$ cat src/rtl/capture_pkg.sv
// capture_pkg: shared constants and helpers for the capture-side
// synchroniser bank.
//   STAGES_MIN/STAGES_MAX : legal synchroniser depth
//   STABLE_MIN/STABLE_MAX : legal bus stability count
//   clog2()               : ceiling log2 for elaboration-time widths
//   cnt_width()           : width of the bus stability counter
package capture_pkg;

    localparam int STAGES_MIN = 2;
    localparam int STAGES_MAX = 4;
    localparam int STABLE_MIN = 1;
    localparam int STABLE_MAX = 15;

    function automatic int clog2(input int v);
        int r;
        r = 0;
        for (int x = v - 1; x > 0; x = x >> 1) r++;
        return r;
    endfunction

    // Counter has to hold 0..STABLE inclusive.
    function automatic int cnt_width(input int stable);
        int w;
        w = clog2(stable + 1);
        return (w < 1) ? 1 : w;
    endfunction

endpackage

$ cat src/rtl/sync_chain.sv
// sync_chain: W parallel flop chains of STAGES flops each, bringing
// asynchronous inputs into the clock_i domain.
//   clock_i  : destination clock
//   reset_ni : asynchronous active-low reset, clears every stage
//   d_a_i    : asynchronous input bits
//   q_o      : synchronised bits (last stage)
module sync_chain #(
    parameter int W      = 1,
    parameter int STAGES = 2
) (
    input  logic         clock_i,
    input  logic         reset_ni,
    input  logic [W-1:0] d_a_i,
    output logic [W-1:0] q_o
);

    // Stage flops must stay distinct and adjacent; no logic between them.
    (* NOMERGE = "TRUE" *) logic [STAGES-1:0][W-1:0] r_stg;

    always_ff @(posedge clock_i or negedge reset_ni) begin
        if (!reset_ni) begin
            r_stg <= '0;
        end else begin
            r_stg[0] <= d_a_i;
            for (int i = 1; i < STAGES; i++) r_stg[i] <= r_stg[i-1];
        end
    end

    assign q_o = r_stg[STAGES-1];

endmodule

$ cat src/rtl/capture_sync_bank.sv
// capture_sync_bank: receive-side synchroniser bank for one destination
// domain.
//   clock_i, reset_ni : destination clock, async active-low reset
//   level_a_i/level_o : WIDTH async levels in, synced (optionally
//                       glitch-filtered) levels out
//   rise_o/fall_o     : registered one-cycle edge pulses of level_o
//   bus_a_i/bus_o     : BBITS quasi-static bus in, committed value out
//   bus_valid_o       : one-cycle pulse when bus_o takes a new value
//   bus_settling_o    : synced bus not yet stable or not yet committed
module capture_sync_bank
    import capture_pkg::*;
#(
    parameter int               WIDTH     = 8,
    parameter int               BBITS     = 4,
    parameter int               STAGES    = 2,
    parameter int               STABLE    = 3,
    parameter logic [WIDTH-1:0] FILTER    = '0,
    parameter logic [BBITS-1:0] RESET_BUS = '0,
    parameter int               DELAY     = 3
) (
    input  logic             clock_i,
    input  logic             reset_ni,
    input  logic [WIDTH-1:0] level_a_i,
    output logic [WIDTH-1:0] level_o,
    output logic [WIDTH-1:0] rise_o,
    output logic [WIDTH-1:0] fall_o,
    input  logic [BBITS-1:0] bus_a_i,
    output logic [BBITS-1:0] bus_o,
    output logic             bus_valid_o,
    output logic             bus_settling_o
);

    localparam int             CW       = cnt_width(STABLE);
    localparam logic [CW-1:0]  STABLE_C = CW'(STABLE);

    if (STAGES < STAGES_MIN || STAGES > STAGES_MAX) begin : g_bad_stages
        $error("capture_sync_bank: STAGES=%0d out of range", STAGES);
    end
    if (STABLE < STABLE_MIN || STABLE > STABLE_MAX) begin : g_bad_stable
        $error("capture_sync_bank: STABLE=%0d out of range", STABLE);
    end
    // DELAY only shapes behavioural sim models; these flops carry no delay.
    if (DELAY < 0) begin : g_bad_delay
        $error("capture_sync_bank: DELAY=%0d negative", DELAY);
    end

    logic [WIDTH-1:0] w_slv;
    logic [BBITS-1:0] w_sbus;

    sync_chain #(.W(WIDTH), .STAGES(STAGES)) u_sync_lvl (
        .clock_i  (clock_i),
        .reset_ni (reset_ni),
        .d_a_i    (level_a_i),
        .q_o      (w_slv)
    );

    sync_chain #(.W(BBITS), .STAGES(STAGES)) u_sync_bus (
        .clock_i  (clock_i),
        .reset_ni (reset_ni),
        .d_a_i    (bus_a_i),
        .q_o      (w_sbus)
    );

    // Level path. A filtered channel passes s_lvl only when it agrees with
    // the previous sample, otherwise it holds; a one-sample excursion is
    // never seen. Unfiltered channels pass s_lvl straight through.
    logic [WIDTH-1:0] r_prev_lvl, r_flt_lvl, r_lvl_q;
    logic [WIDTH-1:0] w_hold, w_lvl;

    assign w_hold  = FILTER & (w_slv ^ r_prev_lvl);
    assign w_lvl   = (w_hold & r_flt_lvl) | (~w_hold & w_slv);
    assign level_o = w_lvl;

    always_ff @(posedge clock_i or negedge reset_ni) begin
        if (!reset_ni) begin
            r_prev_lvl <= '0;
            r_flt_lvl  <= '0;
            r_lvl_q    <= '0;
            rise_o     <= '0;
            fall_o     <= '0;
        end else begin
            r_prev_lvl <= w_slv;
            r_flt_lvl  <= w_lvl;
            r_lvl_q    <= w_lvl;
            rise_o     <= w_lvl & ~r_lvl_q;
            fall_o     <= ~w_lvl & r_lvl_q;
        end
    end

    // Bus path: count consecutive equal synced samples, commit once the
    // count is full and the value differs from what is already committed.
    logic [BBITS-1:0] r_pbus, r_bus;
    logic [CW-1:0]    r_cnt;
    logic             r_vld, r_settle;
    logic             w_eq, w_full, w_commit;

    assign w_eq     = (w_sbus == r_pbus);
    assign w_full   = (r_cnt == STABLE_C);
    assign w_commit = w_full & w_eq & (w_sbus != r_bus);

    always_ff @(posedge clock_i or negedge reset_ni) begin
        if (!reset_ni) begin
            r_pbus   <= '0;
            r_cnt    <= '0;
            r_bus    <= RESET_BUS;
            r_vld    <= 1'b0;
            r_settle <= 1'b0;
        end else begin
            r_pbus <= w_sbus;
            if (!w_eq)                r_cnt <= '0;
            else if (r_cnt < STABLE_C) r_cnt <= r_cnt + CW'(1);
            if (w_commit) r_bus <= w_sbus;
            r_vld    <= w_commit;
            r_settle <= ~w_full | (w_sbus != r_bus);
        end
    end

    assign bus_o          = r_bus;
    assign bus_valid_o    = r_vld;
    assign bus_settling_o = r_settle;

endmodule

$ cat config.mk
export PLATFORM = sky130hd
export DESIGN_NAME = capture_sync_bank
export DESIGN_NICKNAME = d
export VERILOG_FILES = /design/src/rtl/capture_pkg.sv /design/src/rtl/sync_chain.sv /design/src/rtl/capture_sync_bank.sv
export SDC_FILE = /design/constraint.sdc
export NUM_CORES = 1
export LEC_CHECK = 0
export BUFFER_PORTS_ARGS = -buffer_cell sky130_fd_sc_hd__buf_2
export CAP_MARGIN = 0
export CORE_AREA = 5 5 68 76
export DETAILED_ROUTE_END_ITERATION = 8
export DIE_AREA = 0 0 73 81
export GPL_TIMING_DRIVEN = 1
export PLACE_DENSITY_LB_ADDON = 0.2
export SYNTH_ARGS = -nofsm -noshare
export SYNTH_HDL_FRONTEND = slang
export SYNTH_SLANG_ARGS = --single-unit
$ cat constraint.sdc
create_clock -name clock_i -period 2.1 [get_ports clock_i]
set_input_delay 0.105 -clock clock_i [delete_from_list [all_inputs] [get_ports clock_i]]
set_output_delay 0.105 -clock clock_i [all_outputs]
set_load 0.005 [all_outputs]
Word-level counts from Yosys, hierarchy flattened. Cells that the tools add are included.

Memories: 0. Bits in read-only memories: 0. Latch bits: 0. Bits in writable memories: 0. Bits of input ports: 14. Register bits after elaboration: 60. Logic and storage cells: 28. Output and inout port bits: 30.

Multiply operators: 0. Order comparisons: 1. Bitwise gates (word level): 8. Div/mod/pow operators: 0. Add/sub/neg operators: 1. Shift-type cells: 0. Muxes and demuxes: 2. Reductions and logical operators: 0. Eq/ne operators: 4.

Operator list (number): bitwise AND 8 bit (2); inverter 8 bit (2); == test 4 bit (1); two-way mux 2 bit (2); inequality test 4 bit (1); adder 2 x 1 -> 2 bit, second input constant (1); bitwise AND 1 bit (2); == test 2 bit, second input constant (1); less-than comparator 2 bit, second input constant (1); inequality test 2 x 1 -> 1 bit, second input constant (1); inverter 1 bit (1); bitwise OR 1 bit (1).

Longest topological paths before layout.
Depth in word-level cells: 3. Mapped depth: 5. Gate-level depth less buffers: 4.

Hierarchy. From an unflattened synthesis, not the netlist that was laid out.

Cell total of the unflattened synthesis: 112. Area total of the unflattened synthesis: 1915.6 um2.

By module, submodules not included: capture_sync_bank (area each 1224.9 um2, cells each 76, instances 1, seq. area each 900.9 um2); sync_chain (u_sync_lvl) (area each 460.4 um2, cells each 24, instances 1, seq. area each 400.4 um2); sync_chain (u_sync_bus) (area each 230.2 um2, cells each 12, instances 1, seq. area each 200.2 um2).

Worst setup path after synthesis. Ideal clock, no wire load.

Path kind: register to register. From: register r_cnt[0]. To: register r_bus[0] (netlist: bus_o[0]). Data required time: 1.975 ns. Path buffers: 1. Arrival time: 1.389 ns. Cell stages (with the launch flop): 6. Period minus slack after synthesis: 1.514 ns. Setup time: 0.125 ns. Path slack: 0.586 ns. Cells stage by stage: dfrtp_1 ha_1 bufinv_8 or2_1 buf_6 mux2_4.

Cells in the longest elaborated chain, start to end: 3.

RTL lines: from (decl) (line capture_sync_bank.sv:93) `logic [CW-1:0] r_cnt;`; from (signal assigned) (line capture_sync_bank.sv:111) `else if (r_cnt < STABLE_C) r_cnt <= r_cnt + CW'(1);`; == test 2 bit (line capture_sync_bank.sv:98) `assign w_full = (r_cnt == STABLE_C);`; bitwise AND 1 bit (2 in series) (line capture_sync_bank.sv:99) `assign w_commit = w_full & w_eq & (w_sbus != r_bus);`; to (signal assigned) (line capture_sync_bank.sv:112) `if (w_commit) r_bus <= w_sbus;`; to (decl) (line capture_sync_bank.sv:92) `logic [BBITS-1:0] r_pbus, r_bus;`.

Every way passes these cells. A chain may end at the register's enable or synchronous reset.

Worst setup path after layout.
From: register r_cnt[0]. To: register r_bus[1] (netlist: bus_o[1]).

Same word-level chain as after synthesis.

==> impl_metrics.env <==
export IMPL_wl_um=2810
export IMPL_combPwrFrac=0.047
export IMPL_drive_gt1_frac=0.360
export IMPL_cts_root_buf="clkbuf_8"
export IMPL_via_per_inst=4.30
export IMPL_fin_tns_setup_ns=0
export IMPL_die_w_um=73
export IMPL_r2r_start="r_cnt[0]"
export IMPL_nets=182
export IMPL_synth_seq_cells=60
export IMPL_hold_buffers=13
export IMPL_crit_path_end="bus_o[1]"
export IMPL_clock_power_share=0.406
export IMPL_wl_per_cell_um=12.5
export IMPL_track_usage=0.112
export IMPL_reg2reg_to="bus_o[1]"
export IMPL_htreeDepth=3
export IMPL_yosysSeqAreaShare=0.796
export IMPL_path_cells="ha_1 -> bufinv_8 -> or2_1 -> mux2_4"
export IMPL_p_int_uw=1790
export IMPL_hold_viol=0
export IMPL_drt_iter0_drc=21
export IMPL_power_switching_uw=465
export IMPL_clk_pin_slew_worst_paths_ns=0.06
export IMPL_ios=44
export IMPL_post_cts_buffers=0
export IMPL_die_y_um=81
export IMPL_switching_share=0.206
export IMPL_grt_max_degree=32
export IMPL_rsz0062_at_grt="no"
export IMPL_status="finished, final reports clean"
export IMPL_grt_overflow_total=0
export IMPL_skew_ns=0.00631
export IMPL_peakVddDrop_mv=0.565
export IMPL_place_ws_ns=0.524
export IMPL_final_max_slew_viol_count=0
export IMPL_p_per_area_mw_per_mm2=929
export IMPL_globalplace_congestion=0.727
export IMPL_setup_worst_path_end_class="flop"
export IMPL_post_route_period_util=0.753
export IMPL_max_stage_delay_ns=0.36
export IMPL_seq_power_share=0.547
export IMPL_nFillCells=392
export IMPL_clkLatencyLatePin_ns=0.32
export IMPL_yosys_area_top_type="dfrtp_1"
export IMPL_dpl_hpwl_um=1920
export IMPL_drc_errors=0
export IMPL_syn_area_sq_mm=0.00189
export IMPL_cp_required_ns=2.30
export IMPL_fmax_mhz=633
export IMPL_cts_resized=0
export IMPL_cap_viol_max_count=0
export IMPL_p_leak_uw=0.00122
export IMPL_slew_headroom=0.564
export IMPL_antenna_found_initial=0
export IMPL_setup_violations=0
export IMPL_post_dp_cell_area_sq_mm=0.00212
export IMPL_first_pass_iters=2
export IMPL_areaGrowthSynthToFinish_pct=28.8
export IMPL_path_max_fanout=5
export IMPL_cts_num_sinks=60
export IMPL_cp_slowest_cell="dfrtp_1"
export IMPL_core_rowCount=25
export IMPL_cp_start_kind="flop"
export IMPL_clockBufferDepth=2
export IMPL_numCtsBuffers=9
export IMPL_fin_area_sq_mm=0.00243
export IMPL_r2r_slack_ns=0.52
export IMPL_max_slew_worst_pin_slew_ns=0.654
export IMPL_startpoint="r_cnt[0]"
export IMPL_grt_pass1_wl_um=4820
export IMPL_io_buffer_count=43
export IMPL_yosys_warnings=0
export IMPL_critical_path_arrival_ns=1.78
export IMPL_synthCells=108
export IMPL_setup_slack_ns=0.519
export IMPL_start_util=0.443
export IMPL_min_path_type="in -> async"
export IMPL_synth_cell_types=15
export IMPL_crit_type="reg -> reg"
export IMPL_reg2reg_depth=4
export IMPL_core_area_sq_mm=0.00425
export IMPL_grt_pass1_vias=1083
export IMPL_cts_tree="built"
export IMPL_synth_net_count=123
export IMPL_finalCriticalPeriod_ns=1.58
export IMPL_synth_avg_cell_area_sq_um=17.5
export IMPL_diodes=0
export IMPL_die_area_sq_mm=0.00591
export IMPL_num_vias=971
export IMPL_synth_top_cell_area_share=0.796
export IMPL_ant_nets=0
export IMPL_synth_area_top_cells="dfrtp_1 80%, nor2b_1 5.3%, buf_4 3.2%, mux2_4 3.2%, xor2_1 2.3%"
## layout by cell type (no fill, tap or decap), types with 3 or more instances in the layout
| cell type | netlist | final |
|---|---|---|
| buf_2 | 0 | 43 |
| clkbuf_1 | 0 | 3 |
| clkbuf_8 | 0 | 12 |
| dfrtp_1 | 60 | 60 |
| dlygate4sd3_1 | 0 | 13 |
| mux2_4 | 4 | 4 |
| nor2_1 | 3 | 3 |
| nor2b_1 | 16 | 16 |
| xnor2_1 | 4 | 4 |
| xor2_1 | 5 | 5 |
## critical path: cells and delay by family, from the launching register on
kind,cells,cell delay (ns)
fa+ha+maj,1,0.24
mux,1,0.33
simple gates,1,0.32
buf+inv,1,0.20
flops,1,0.36
## registers in the layout, indices dropped and copies added (netlist names)
name,cells
r_pbus,4
bus_o,4
u_sync_bus.r_stg,4
r_lvl_q,8
fall_o,8
rise_o,8
u_sync_lvl.r_stg,8
u_sync_bus.q_o,4
bus_valid_o,1
r_cnt,2
u_sync_lvl.q_o,8
bus_settling_o,1
## power by group through the flow
stage	sequential (uW)	clock, uW	combinational (uW)
floorplan	1250	0	34.6
global placement	1250	0	89.6
detailed placement	1260	0	92.8
CTS	1240	945	111
global route	1240	995	121
finish	1230	917	106
## area by class of cell
class,count,area [sq um],share of cell area
clock buffers,15,176,0.0726
clock inverters,1,5.00,0.00206
inverters,1,17.5,0.00721
multi-input cells,38,295,0.122
flip-flops and latches,60,1500,0.618
well taps,54,67.6,0.0278
repair buffers,57,365,0.150
## how the worst min path moves through the flow
stage                             end  slack [ns]  cells past startpoint
floorplan                    bus_o[0]       -0.19                      0
finish                      fall_o[4]        0.34                      2
global route        u_sync_bus.q_o[0]        0.36                      0
detailed placement         r_lvl_q[4]        0.18                      1
global placement            fall_o[4]        0.16                      1
CTS                 u_sync_bus.q_o[1]        0.35                      0
## stage by stage
stage	std cells	util	hold slack, ns	total power [uW]
6_report	226	0.571	0.341	2260
5_1_grt	226	0.571	0.359	2360
4_1_cts	226	0.571	0.346	2290
3_3_place_gp	197	0.498	0.159	1340
2_1_floorplan	108	-	-0.191	1290
3_5_place_dp	197	0.498	0.177	1350
## cell usage after synthesis
library cell,n
mux2i_1,1
xor2_1,5
nor2b_1,16
buf_6,1
dfrtp_1,60
nor2_1,3
buf_4,8
mux2_4,4
bufinv_8,1
ha_1,1
nor4_1,1
or2_1,1
xnor2_1,4
nand4_1,1
nand2_1,1
## layer usage
metal / share of wire / vias to the layer above / global-route usage / routed length (um)
met4: 0.014 / 0 / 0.0941 / 40
li1: - / 450 / - / -
met1: 0.41 / 488 / 0.127 / 1140
met3: 0.066 / 4 / 0.0334 / 187
met5: 0 / - / 0 / 0
met2: 0.51 / 29 / 0.172 / 1440
## cells by family (layout without fill, tap and decap cells)
logic type / Yosys count / in the layout / synth area share
xor+xnor: 9 / 9 / 0.0418
buf+inv: 10 / 74 / 0.0471
simple gates: 23 / 23 / 0.0710
mux: 5 / 5 / 0.0372
flops: 60 / 60 / 0.796
fa+ha+maj: 1 / 1 / 0.00663
Note: power is estimated with default switching activity, not from simulation.
